[src/rtl/cntr_burst_arb.sv]
// Round-robin burst sequencer sharing one 4-bit counter between two requesters.
// Owns cnt_en: enables the counter for LEN cycles per grant and tallies carries.
//
//  state | meaning
//  IDLE  | no owner; pick a winner when any req is high
//  RUN   | cnt_en high; remaining counts down, carries accumulate
//  DONE  | one-cycle done pulse to owner; result outputs valid
module cntr_burst_arb #(
    parameter int LEN_W = 8,
    parameter int CAR_W = 5
) (
    input  logic             clk,
    input  logic             rstn,
    input  logic [1:0]       req,
    input  logic [LEN_W-1:0] len0,
    input  logic [LEN_W-1:0] len1,
    input  logic             abort,
    input  logic [3:0]       count,
    input  logic             carry,
    output logic             cnt_en,
    output logic [1:0]       gnt,
    output logic [1:0]       done,
    output logic             aborted,
    output logic [CAR_W-1:0] carries,
    output logic [3:0]       start_cnt
);

    typedef enum logic [1:0] {IDLE, RUN, DONE} state_t;

    state_t           state, state_nxt;
    logic             owner, owner_nxt;
    logic             last_gnt, last_gnt_nxt;
    logic [LEN_W-1:0] remaining, remaining_nxt;
    logic [CAR_W-1:0] carries_nxt;
    logic [3:0]       start_cnt_nxt;
    logic             ab_q, ab_nxt;
    logic             win;
    logic [LEN_W-1:0] win_len;
    logic [1:0]       owner_oh;

    always_ff @(posedge clk or negedge rstn) begin
        if (!rstn) begin
            state     <= IDLE;
            owner     <= 1'b0;
            last_gnt  <= 1'b1;   // pretend requester 1 went last so requester 0 wins a tie
            remaining <= '0;
            carries   <= '0;
            start_cnt <= '0;
            ab_q      <= 1'b0;
        end else begin
            state     <= state_nxt;
            owner     <= owner_nxt;
            last_gnt  <= last_gnt_nxt;
            remaining <= remaining_nxt;
            carries   <= carries_nxt;
            start_cnt <= start_cnt_nxt;
            ab_q      <= ab_nxt;
        end
    end

    always_comb begin
        state_nxt     = state;
        owner_nxt     = owner;
        last_gnt_nxt  = last_gnt;
        remaining_nxt = remaining;
        carries_nxt   = carries;
        start_cnt_nxt = start_cnt;
        ab_nxt        = ab_q;
        win           = (req == 2'b11) ? ~last_gnt : req[1];
        win_len       = win ? len1 : len0;
        case (state)
            IDLE: begin
                if (|req) begin
                    owner_nxt     = win;
                    remaining_nxt = win_len;
                    start_cnt_nxt = count;
                    carries_nxt   = '0;
                    ab_nxt        = 1'b0;
                    state_nxt     = (win_len == '0) ? DONE : RUN;
                end
            end
            RUN: begin
                remaining_nxt = remaining - LEN_W'(1);
                if (carry && (carries != {CAR_W{1'b1}}))
                    carries_nxt = carries + CAR_W'(1);
                if (abort) begin
                    ab_nxt    = 1'b1;
                    state_nxt = DONE;
                end else if (remaining == LEN_W'(1)) begin
                    state_nxt = DONE;
                end
            end
            DONE: begin
                last_gnt_nxt = owner;
                state_nxt    = IDLE;
            end
            default: state_nxt = IDLE;
        endcase
    end

    assign owner_oh = owner ? 2'b10 : 2'b01;
    assign cnt_en   = (state == RUN);
    assign gnt      = (state != IDLE) ? owner_oh : 2'b00;
    assign done     = (state == DONE) ? owner_oh : 2'b00;
    assign aborted  = (state == DONE) && ab_q;

endmodule

[config.mk]
export PLATFORM = sky130hd
export DESIGN_NAME = cntr_burst_arb
export DESIGN_NICKNAME = d
export VERILOG_FILES = /design/src/rtl/cntr_burst_arb.sv
export SDC_FILE = /design/constraint.sdc
export NUM_CORES = 1
export LEC_CHECK = 0
export BUFFER_PORTS_ARGS = -buffer_cell sky130_fd_sc_hd__buf_2
export CAP_MARGIN = 20
export CELL_PAD_IN_SITES_DETAIL_PLACEMENT = 0
export CELL_PAD_IN_SITES_GLOBAL_PLACEMENT = 1
export CORE_ASPECT_RATIO = 1.5
export CORE_UTILIZATION = 37
export DETAILED_ROUTE_END_ITERATION = 16
export PLACE_DENSITY_LB_ADDON = 0.08
export SYNTH_ARGS = -nofsm -noshare
export SYNTH_HDL_FRONTEND = slang
export SYNTH_SLANG_ARGS = --single-unit
export TNS_END_PERCENT = 1
[constraint.sdc]
create_clock -name clk -period 2.05 [get_ports clk]
set_clock_uncertainty 0.1 [all_clocks]
set_input_delay 0.5125 -clock clk [delete_from_list [all_inputs] [get_ports clk]]
set_output_delay 0.5125 -clock clk [all_outputs]
set_load 0.03 [all_outputs]
==> impl_metrics.csv <==
group,metric,value,unit
run_status,outcome,"finished, final reports clean",
placement,port_buffers,40,
global_route,antenna_found_initial,0,
placement,dp_hpwl,2.30,mm
worst_setup_path,cp_max_fo,8,
logic_synthesis,yosysSeqAreaShare,43.6,%
worst_setup_path,cp_slowest_stage_delay,0.45,ns
cts,cts_max_path_buffers,2,
final_layout,layout_common_cells,"buf_2 (40), nand2_1 (22), dfrtp_1 (20), nor2_1 (9), mux2i_1 (8)",
global_route,grtUsageTotal,19.1,%
worst_setup_path,crit_type,"register to output pin",
logic_synthesis,ys_warn_count,0,
timing,final-max-slew-violation-count,0,
timing,fin_crit,1.93,ns
timing,fmax,0.517,GHz
routing,viasPerCell,5.34,
cts,cts_setup_buffers,0,
final_layout,final_common_cell,"buf_2",
cts,numCtsBuffers,3,
placement,placed_cells,214,
final_layout,antenna_cells,0,
die,fp.dieArea,3660,µm²
cts,root_buffer,"clkbuf_8",
timing,tightest_slew,0.511,ns
power_and_ir_drop,worst_ir_drop_vdd,0.606,mV
routing,route.met2.wl,1.55,mm
routing,wl_met1,1.36,mm
placement,place_congestion,0.802,
routing,wire_per_inst,13.9,µm
routing,wl_met3,82,µm
routing,highest_layer,"met4",
logic_synthesis,syn_avg_cell_area,9.45,µm²
logic_synthesis,synth_top_cell_area_share,41.5,%
worst_setup_path,worst_path_max_delay_cell,"dfrtp_1",
timing,slew_headroom,65.9,%
logic_synthesis,synth_fp_nets,164,
logic_synthesis,synth_top_area_cell,"dfrtp_1",
power_and_ir_drop,power.density,1510,nW/µm²
cts,clock_latency,0.27,ns
timing,period_share,94.3,%
logic_synthesis,ys_top_cells_by_area,"dfrtp_1 (42%), nand2_1 (6.5%), mux2i_1 (6.3%)",
worst_setup_path,path_cells,"nand2b_4, inv_2, buf_2",
worst_setup_path,critical_path.startpoint,"state[1]",
timing,setup_viol,0,
routing,dr.pass1.iters,4,
worst_setup_path,r2r_start,"carries[0]",
die,core,3220,µm²
worst_setup_path,rrSetupSlack,0.15,ns
final_layout,layout-drive-gt1-share,34.3,%
logic_synthesis,syn_inst,134,
worst_setup_path,start_kind,"register",
timing,hold_viol,0,
cts,cts_tree,"built",
routing,vias,1164,
die,top_level_ports,41,
die,die_h,73.6,µm
logic_synthesis,synth_edf_count,0,
routing,antenna_left,0,
routing,drc,0,
final_layout,area_growth,27.8,%
worst_setup_path,regToRegEndpoint,"carries[3]",
worst_setup_path,reg2reg_depth,7,
power_and_ir_drop,p_total,2.45,mW
global_route,overflow,0,
routing,first_iter_violations,29,
die,die_x,49.8,µm
cts,htreeDepth,1,
logic_synthesis,synthFlopType,"dfrtp_1",
worst_setup_path,critPathRequiredTime,1.44,ns
logic_synthesis,ys_seq_elements,22,
worst_setup_path,critPathArrivalTime,1.32,ns
min_path,hp-class,"input port to asynchronous set/reset pin",
timing,rsz0062_at_grt,"false",
final_layout,final_util,50.2,%
final_layout,nets,209,
logic_synthesis,async_flop_share,100,%
timing,fin_tns_setup,0,ns
power_and_ir_drop,power_leakage,0.819,nW
global_route,grt_pass1_vias,1137,
placement,placed_cell_area,1540,µm²
routing,wl,3.03,mm
worst_setup_path,worst_setup_path_end_kind,"output pin",
cts,clk_pin_slew,0.09,ns
logic_synthesis,synth_cell_types,43,
global_route,grt_start_max_net_pins,23,
final_layout,stdcell_area,1620,µm²
global_route,grt_pass1_wl,5.35,mm
cts,clock-sinks,22,
die,start_util,39.3,%
run,maxCapViolations,0,
die,rows,25,
logic_synthesis,synth_area,1270,µm²
final_layout,finalNonFillerCells,218,
==> power by group <==
group	internal (mW)	switching (mW)
clock network	0.261	0.155
logic	0.483	0.734
registers	0.632	0.184
total	1.38	1.07
==> synthesized netlist by cell type (2+ instances only) <==
cell type,n
nor2_1,10
mux2_2,2
and3_1,2
and2_1,2
nor3_1,3
nor4_1,4
a21oi_1,3
buf_2,4
o21ai_0,4
ha_1,4
dfrtp_1,21
mux2i_1,8
o22ai_1,2
or4_1,3
o211ai_1,4
nand3_1,7
nand2_1,22
inv_1,3
xor2_1,2
==> through the flow <==
step | worst slack, ns | hold WS, ns
4_1_cts | 0.0932 | 0.133
6_report | 0.117 | 0.102
2_1_floorplan | 0.118 | 0.117
5_1_grt | 0.0205 | 0.143
3_5_place_dp | 0.177 | 0.358
3_3_place_gp | 0.216 | 0.352
==> worst max-delay path, delay by kind of cell (launching register included) <==
| kind | cells | cell delay (ns) |
|---|---|---|
| flops | 1 | 0.45 |
| buf+inv | 2 | 0.40 |
| simple gates | 1 | 0.21 |
==> worst max path at each step <==
stage | end | slack, ns
2_1_floorplan | carries[3] | 0.12
3_3_place_gp | carries[3] | 0.22
3_5_place_dp | carries[3] | 0.18
4_1_cts | cnt_en | 0.09
5_1_grt | carries[3] | 0.02
6_report | cnt_en | 0.12
==> sequential cells by signal, indices dropped and copies added, names as in the netlist <==
register / flops
remaining: 8
last_gnt: 1
owner: 1
ab_q: 1
state: 2
start_cnt: 4
carries: 5
==> repair_timing <==
item | 4_1_cts | 5_1_grt
setup endpoints to repair | 0 | 2
hold buffers | 0 | 0
gates resized for setup | 0 | 2
==> logic make-up after synthesis <==
family	synth area share, %
flip-flops	43.6
adder cells (fa/ha/maj)	3.95
multiplexers	8.10
XOR/XNOR	1.38
buffers and inverters	3.06
AO/OA/AOI/OAI	13.7
AND/OR/NAND/NOR	26.2
==> area by class of cell <==
cell class                      instances  area [µm²]
Clock buffer                            3        41.3
Inverter                                4        15.0
Tap cell                               40        50.0
Timing Repair Buffer                   45         250
Sequential cell                        22         553
Clock inverter                          1        30.0
Fill cell                             317        1600
Multi-Input combinational cell        103         678
==> metal layers <==
| metal | global-route usage, % | up-vias |
|---|---|---|
| met5 | 0 | - |
| met4 | 7.62 | 0 |
| met3 | 1.45 | 4 |
| met2 | 33.2 | 23 |
| met1 | 24.3 | 556 |
| li1 | - | 581 |
Note: power is estimated with default switching activity, not from simulation.
